### src/rtl/rob_commit.sv
`default_nettype none
// ============================================================================
//  Module      : rob_commit
//  Description : Reorder buffer. Allocates one entry per dispatched
//                instruction, absorbs functional-unit writebacks, serves
//                two operand look-ups with writeback bypass, and retires
//                completed entries strictly in program order to the
//                regfile commit port.
//  Revision    : 1.0  initial release
// ============================================================================
module rob_commit #(
    parameter  int ROB_SIZE     = 18,
    parameter  int REG_SIZE     = 64,
    parameter  int GPR_IDX_SIZE = 5,
    localparam int IDX          = $clog2(ROB_SIZE)
) (
    input  logic                    in_clk,
    input  logic                    in_rst,
    input  logic                    in_flush,
    input  logic                    in_alloc_valid,
    input  logic [GPR_IDX_SIZE-1:0] in_alloc_gpr_idx,
    input  logic                    in_alloc_set_nzcv,
    output logic                    out_alloc_ready,
    output logic [IDX-1:0]          out_alloc_rob_index,
    input  logic                    in_wb_valid,
    input  logic [IDX-1:0]          in_wb_rob_index,
    input  logic [REG_SIZE-1:0]     in_wb_value,
    input  logic [3:0]              in_wb_nzcv,
    input  logic [IDX-1:0]          in_rd1_rob_index,
    input  logic [IDX-1:0]          in_rd2_rob_index,
    output logic                    out_rd1_ready,
    output logic                    out_rd2_ready,
    output logic [REG_SIZE-1:0]     out_rd1_value,
    output logic [REG_SIZE-1:0]     out_rd2_value,
    output logic                    out_commit_valid,
    output logic [IDX-1:0]          out_commit_rob_index,
    output logic [GPR_IDX_SIZE-1:0] out_commit_gpr_idx,
    output logic [REG_SIZE-1:0]     out_commit_value,
    output logic                    out_commit_set_nzcv,
    output logic [3:0]              out_commit_nzcv,
    output logic [IDX:0]            out_count
);

    localparam logic [IDX-1:0] LAST_IDX = IDX'(ROB_SIZE - 1);
    localparam logic [IDX:0]   CNT_FULL = (IDX + 1)'(ROB_SIZE);

    // Per-entry state: control bits are reset, payload is not
    logic [ROB_SIZE-1:0]     valid_q;
    logic [ROB_SIZE-1:0]     done_q;
    logic [GPR_IDX_SIZE-1:0] gpr_q   [ROB_SIZE];
    logic                    setn_q  [ROB_SIZE];
    logic [REG_SIZE-1:0]     value_q [ROB_SIZE];
    logic [3:0]              nzcv_q  [ROB_SIZE];

    logic [IDX-1:0] head_q, head_d;
    logic [IDX-1:0] tail_q, tail_d;
    logic [IDX:0]   count_q, count_d;

    logic                    cvalid_q;
    logic [IDX-1:0]          crob_q;
    logic [GPR_IDX_SIZE-1:0] cgpr_q;
    logic [REG_SIZE-1:0]     cvalue_q;
    logic                    cset_q;
    logic [3:0]              cnzcv_q;

    logic w_alloc_fire;
    logic w_commit_fire;

    // Pointer advance with explicit wrap, since ROB_SIZE need not be 2^n
    function automatic logic [IDX-1:0] inc_wrap(input logic [IDX-1:0] p);
        return (p == LAST_IDX) ? '0 : p + 1'b1;
    endfunction

    // Operand look-up: a same-cycle writeback to a live entry is bypassed
    function automatic logic [REG_SIZE:0] lookup(input logic [IDX-1:0] idx);
        logic live;
        live = (idx <= LAST_IDX) && valid_q[idx];
        if (live && in_wb_valid && (in_wb_rob_index == idx))
            return {1'b1, in_wb_value};
        else if (live)
            return {done_q[idx], value_q[idx]};
        else
            return '0;
    endfunction

    // Fire conditions; fullness looks only at the registered count
    always_comb begin
        out_alloc_ready = (count_q != CNT_FULL);
        w_alloc_fire    = in_alloc_valid && out_alloc_ready;
        w_commit_fire   = valid_q[head_q] && done_q[head_q];
    end

    // Next pointer and occupancy values
    always_comb begin
        head_d  = w_commit_fire ? inc_wrap(head_q) : head_q;
        tail_d  = w_alloc_fire ? inc_wrap(tail_q) : tail_q;
        count_d = count_q;
        if (w_alloc_fire && !w_commit_fire)
            count_d = count_q + 1'b1;
        else if (!w_alloc_fire && w_commit_fire)
            count_d = count_q - 1'b1;
    end

    // Control state, pointers and commit port registers
    always_ff @(posedge in_clk) begin
        if (in_rst) begin
            head_q   <= '0;
            tail_q   <= '0;
            count_q  <= '0;
            valid_q  <= '0;
            done_q   <= '0;
            cvalid_q <= 1'b0;
            crob_q   <= '0;
            cgpr_q   <= '0;
            cvalue_q <= '0;
            cset_q   <= 1'b0;
            cnzcv_q  <= '0;
        end else if (in_flush) begin
            head_q   <= '0;
            tail_q   <= '0;
            count_q  <= '0;
            valid_q  <= '0;
            done_q   <= '0;
            cvalid_q <= 1'b0;
        end else begin
            head_q   <= head_d;
            tail_q   <= tail_d;
            count_q  <= count_d;
            cvalid_q <= w_commit_fire;
            if (w_commit_fire) begin
                crob_q   <= head_q;
                cgpr_q   <= gpr_q[head_q];
                cvalue_q <= value_q[head_q];
                cset_q   <= setn_q[head_q];
                cnzcv_q  <= nzcv_q[head_q];
            end
            // Allocation beats a colliding writeback; commit retires the head
            for (int i = 0; i < ROB_SIZE; i++) begin
                if (w_alloc_fire && (tail_q == IDX'(i))) begin
                    valid_q[i] <= 1'b1;
                    done_q[i]  <= 1'b0;
                end else if (w_commit_fire && (head_q == IDX'(i))) begin
                    valid_q[i] <= 1'b0;
                    done_q[i]  <= 1'b0;
                end else if (in_wb_valid && (in_wb_rob_index == IDX'(i)) && valid_q[i]) begin
                    done_q[i]  <= 1'b1;
                end
            end
        end
    end

    // Entry payload; writes are dropped on reset/flush cycles
    always_ff @(posedge in_clk) begin
        if (!in_rst && !in_flush) begin
            for (int i = 0; i < ROB_SIZE; i++) begin
                if (w_alloc_fire && (tail_q == IDX'(i))) begin
                    gpr_q[i]  <= in_alloc_gpr_idx;
                    setn_q[i] <= in_alloc_set_nzcv;
                end else if (in_wb_valid && (in_wb_rob_index == IDX'(i)) && valid_q[i]) begin
                    value_q[i] <= in_wb_value;
                    nzcv_q[i]  <= in_wb_nzcv;
                end
            end
        end
    end

    // Combinational read ports
    always_comb begin
        {out_rd1_ready, out_rd1_value} = lookup(in_rd1_rob_index);
        {out_rd2_ready, out_rd2_value} = lookup(in_rd2_rob_index);
    end

    assign out_alloc_rob_index  = tail_q;
    assign out_count            = count_q;
    assign out_commit_valid     = cvalid_q;
    assign out_commit_rob_index = crob_q;
    assign out_commit_gpr_idx   = cgpr_q;
    assign out_commit_value     = cvalue_q;
    assign out_commit_set_nzcv  = cset_q;
    assign out_commit_nzcv      = cnzcv_q;

endmodule
`default_nettype wire

### config.mk
export PLATFORM = sky130hd
export DESIGN_NAME = rob_commit
export DESIGN_NICKNAME = d
export VERILOG_FILES = /design/src/rtl/rob_commit.sv
export SDC_FILE = /design/constraint.sdc
export NUM_CORES = 2
export LEC_CHECK = 0
export ABC_CLOCK_PERIOD_IN_PS = 8350
export BUFFER_PORTS_ARGS = -buffer_cell sky130_fd_sc_hd__buf_2
export CORE_AREA = 2 2 274 479
export DETAILED_ROUTE_END_ITERATION = 6
export DIE_AREA = 0 0 276 481
export PLACE_DENSITY = 0.81
export RECOVER_POWER = 100
export SLEW_MARGIN = 40
export SYNTH_ARGS = -nofsm -noshare
export SYNTH_HDL_FRONTEND = slang
export SYNTH_SLANG_ARGS = --single-unit
export TNS_END_PERCENT = 1
### constraint.sdc
create_clock -name in_clk -period 8.35 [get_ports in_clk]
set_clock_uncertainty 0.05 [all_clocks]
set_input_delay 0.4175 -clock in_clk [delete_from_list [all_inputs] [get_ports in_clk]]
set_output_delay 0.4175 -clock in_clk [all_outputs]
set_load 0.005 [all_outputs]
==> qor.yml <==
drv_cap: 33
clock_tree.root_cell: "clkbuf_16"
drc: 50
finalHoldViolations: 0
postSynth.topFlopCell: "edfxtp_1"
setup_slack_of_the_most_critical_reg_to_reg_path_ns: 1.64
power_density_mw_per_mm2: 187
cts.clk_slew.worst_paths_ns: 0.07
cts.repair_timing.setup_buffer_count: 0
synth_async_sr_flop_share: 0
floorplan.initialDensity: 0.595
irDropWorstVdd_uv: 227
failed_checks: "DRC, capacitance limit, slew limit"
drt_pass1_iterations: 7
cp.required_ns: 8.99
num_rows: 175
routed-via-count: 53200
clk-insertion-delay-late_ns: 0.80
vias_per_cell: 8.03
power.static_leakage_nw: 26.9
vias_in_the_first_global_route: 53800
finalWirelength_um: 254000
critical_path.startpoint_type: "flop"
end_kind: "flop"
die_height_um: 481
synth_area_mm2: 0.0768
dp_hpwl_um: 138000
number_of_enable_type_register_cells_in_the_synthesized_netlist: 1332
critical_path.reg2reg.startpoint: "head_q[3]"
netlist_top_cells_area: "edfxtp_1 (52%), mux4_2 (24%), mux2i_1 (6.6%)"
io_pins: 316
post-route-period-util: 0.804
crit_arrival_ns: 7.35
synth-seq-cells: 1464
timing_max_transition_violations_final: 971
hold_depth: 3
whs_endpoint: "done_q[15]"
cts_tree: "done"
slew-limit-headroom: -1.44
floorplan.core_area_mm2: 0.129
cts-resized-gates: 0
synth.largest_area_cell: "edfxtp_1"
final.min_clock_period_ns: 6.71
yosys.area.top_type_share: 0.521
groute.usage.overall: 0.379
synthesis.yosys.warnings: 0
synth-seq-area-share: 0.555
worstReg2RegEnd: "out_commit_nzcv[3]"
io_buffer_count: 315
die_area_mm2: 0.133
first_pass_grt_wire_length_um: 362000
reg2regPathDepth: 8
grt_remaining_overflow: 0
cp_cell_sequence: "buf_12, mux4_2, and3_1, o21ai_0, nor3_1, clkbuf_1, o21ai_0, o21ai_0"
hold_start: "in_wb_rob_index[0]"
fmax_ghz: 0.149
dieWidth_um: 276
clk_path_buf_depth: 3
timing.final.ws_setup_ns: 1.64
cts-htree-levels: 4
tritoncts_buffers: 135
critPathMaxFanout: 42
detailedRoute.firstIterationViolations: 9037
crit_path_max_delay_cell_type: "clkbuf_1"
drive_gt1_frac: 0.255
most_used_cell_along_the_critical_path: "o21ai_0"
timing.critical_path.slowest_cell_delay_ns: 2.50
synthCells: 4619
worst-setup-path-type: "reg -> reg"
detailedPlace.worstSlack_ns: 3.56
antenna_violations_before_repair: 19
postSynthNetCount: 4730
totalNegativeSetupSlack_ns: 0
area_delta_synth_final_pct: 10.9
drt_wl_cell_um: 38.2
finalSetupViolCount: 0
tritoncts_num_sinks: 1464
tightestPinTransition_ns: 3.66
grt_setup_unrepaired: "no"
globalplace.congestion: 0.915
fin_nets: 4942
postSynthAreaPerCell_um2: 16.6
grt_max_degree: 102
detail-route-antenna-nets: 0
worstHoldPathType: "in -> reg"
finish.utilization: 0.659
run_status: "complete, but fails checks"
post_synth_num_cell_types: 68
-- cell usage after synthesis (65+ instances only) --
cell / instances
o21ai_0: 140
o22ai_1: 65
nor2_1: 195
buf_2: 133
dfxtp_1: 132
mux4_2: 815
clkbuf_1: 197
mux2i_1: 509
a21oi_1: 146
edfxtp_1: 1332
nor2b_1: 73
a22oi_1: 254
-- critical path: cells and delay by family (launching register included) --
| family | cells | cell delay, ns |
|---|---|---|
| AO/OA/AOI/OAI | 3 | 1.77 |
| buffers and inverters | 2 | 2.84 |
| flip-flops | 1 | 1.10 |
| multiplexers | 1 | 0.24 |
| AND/OR/NAND/NOR | 2 | 0.56 |
-- logic make-up (layout without fill, tap and decap cells) --
logic type / count (synthesis) / in the layout / share of synthesized area
XOR/XNOR: 18 / 18 / 0.00205
buffers and inverters: 461 / 787 / 0.0282
flip-flops: 1464 / 1464 / 0.555
AND/OR/NAND/NOR: 501 / 501 / 0.0321
AO/OA/AOI/OAI: 825 / 825 / 0.0724
adder cells (fa/ha/maj): 17 / 17 / 0.00287
multiplexers: 1333 / 1333 / 0.307
other: 0 / 8 / 0
-- layout make-up --
type / instances / area [um^2]
inverters: 22 / 82.6
clock inverters: 79 / 1190
multi-input cells: 2694 / 32100
flip-flops and latches: 1464 / 42700
diodes: 8 / 20.0
fillers: 8565 / 44000
repair buffers: 514 / 3320
well taps: 1681 / 2100
clock buffers: 172 / 3650
-- how the worst max path moves through the flow --
stage,startpoint,endpoint,cells past startpoint
final,head_q[3],out_commit_nzcv[3],8
after global routing,head_q[3],out_commit_value[63],9
after CTS,head_q[1],out_count[5],15
after detailed placement,head_q[1],out_count[5],15
after global placement,in_rd1_rob_index[0],out_rd1_value[12],9
after floorplan,out_count[5],nzcv_q[0][0],6
-- power breakdown --
group	total, W	switching (W)	internal [W]
registers	0.00799	0.00000429	0.00798
clock network	0.00684	0.00292	0.00392
logic	0.00109	0.000654	0.000436
total	0.0159	0.00358	0.0123
-- cell usage in the layout, fill, tap and decap left out, types with 14 or more instances in the layout --
cell | netlist | layout
mux2i_1 | 509 | 509
clkinv_2 | 0 | 18
dfxtp_1 | 132 | 129
nand2_1 | 53 | 51
o22a_1 | 15 | 15
o21ai_0 | 140 | 146
mux4_2 | 815 | 815
nand2b_1 | 62 | 62
a221oi_1 | 21 | 21
edfxtp_1 | 1332 | 1332
inv_1 | 21 | 21
nand3_1 | 24 | 24
a211oi_1 | 62 | 62
nor4_1 | 14 | 14
nor3_1 | 42 | 35
nor2_1 | 195 | 187
dlygate4sd3_1 | 0 | 74
clkbuf_1 | 197 | 284
buf_4 | 41 | 44
buf_6 | 13 | 30
nor2b_1 | 73 | 70
bufinv_16 | 0 | 25
clkbuf_2 | 5 | 25
ha_1 | 16 | 16
a2111oi_0 | 61 | 56
clkbuf_16 | 0 | 136
o22ai_1 | 65 | 65
a22oi_1 | 254 | 254
a31oi_1 | 14 | 14
a21oi_1 | 146 | 146
a311oi_1 | 15 | 15
buf_2 | 133 | 54
-- flip-flops by register name, summed over array words and instances, names as in the netlist, 6 cells and up --
signal,cells
out_count,6
gpr_q,90
setn_q,18
nzcv_q,72
out_commit_value,64
valid_q,18
done_q,18
value_q,1152
-- per-layer routing --
layer  global-route usage  vias up  wire length [um]
met3                0.106     1180             38000
met1                0.476    26700             79500
li1                     -    20000                 -
met5                    0        -               128
met2                0.593     5364            119000
met4                0.228       20             17200
-- repair_timing --
item                                    4_1_cts  5_1_grt
hold buffers                                 74        0
hold endpoints to repair                   1272        0
endpoints found under the setup margin        0        0
-- metrics by stage --
step | cells | hold slack (ns) | power, W | cell area, um^2
after floorplan | 4619 | 0.409 | 0.00880 | 76800
after global placement | 6284 | 0.401 | 0.00914 | 79600
after detailed placement | 6295 | 0.404 | 0.00917 | 79900
after CTS | 6620 | 0.0146 | 0.0159 | 85500
after global routing | 6631 | 0.0262 | 0.0162 | 85100
final | 6634 | 0.0536 | 0.0159 | 85100
Power figures use the tool's default switching activity.
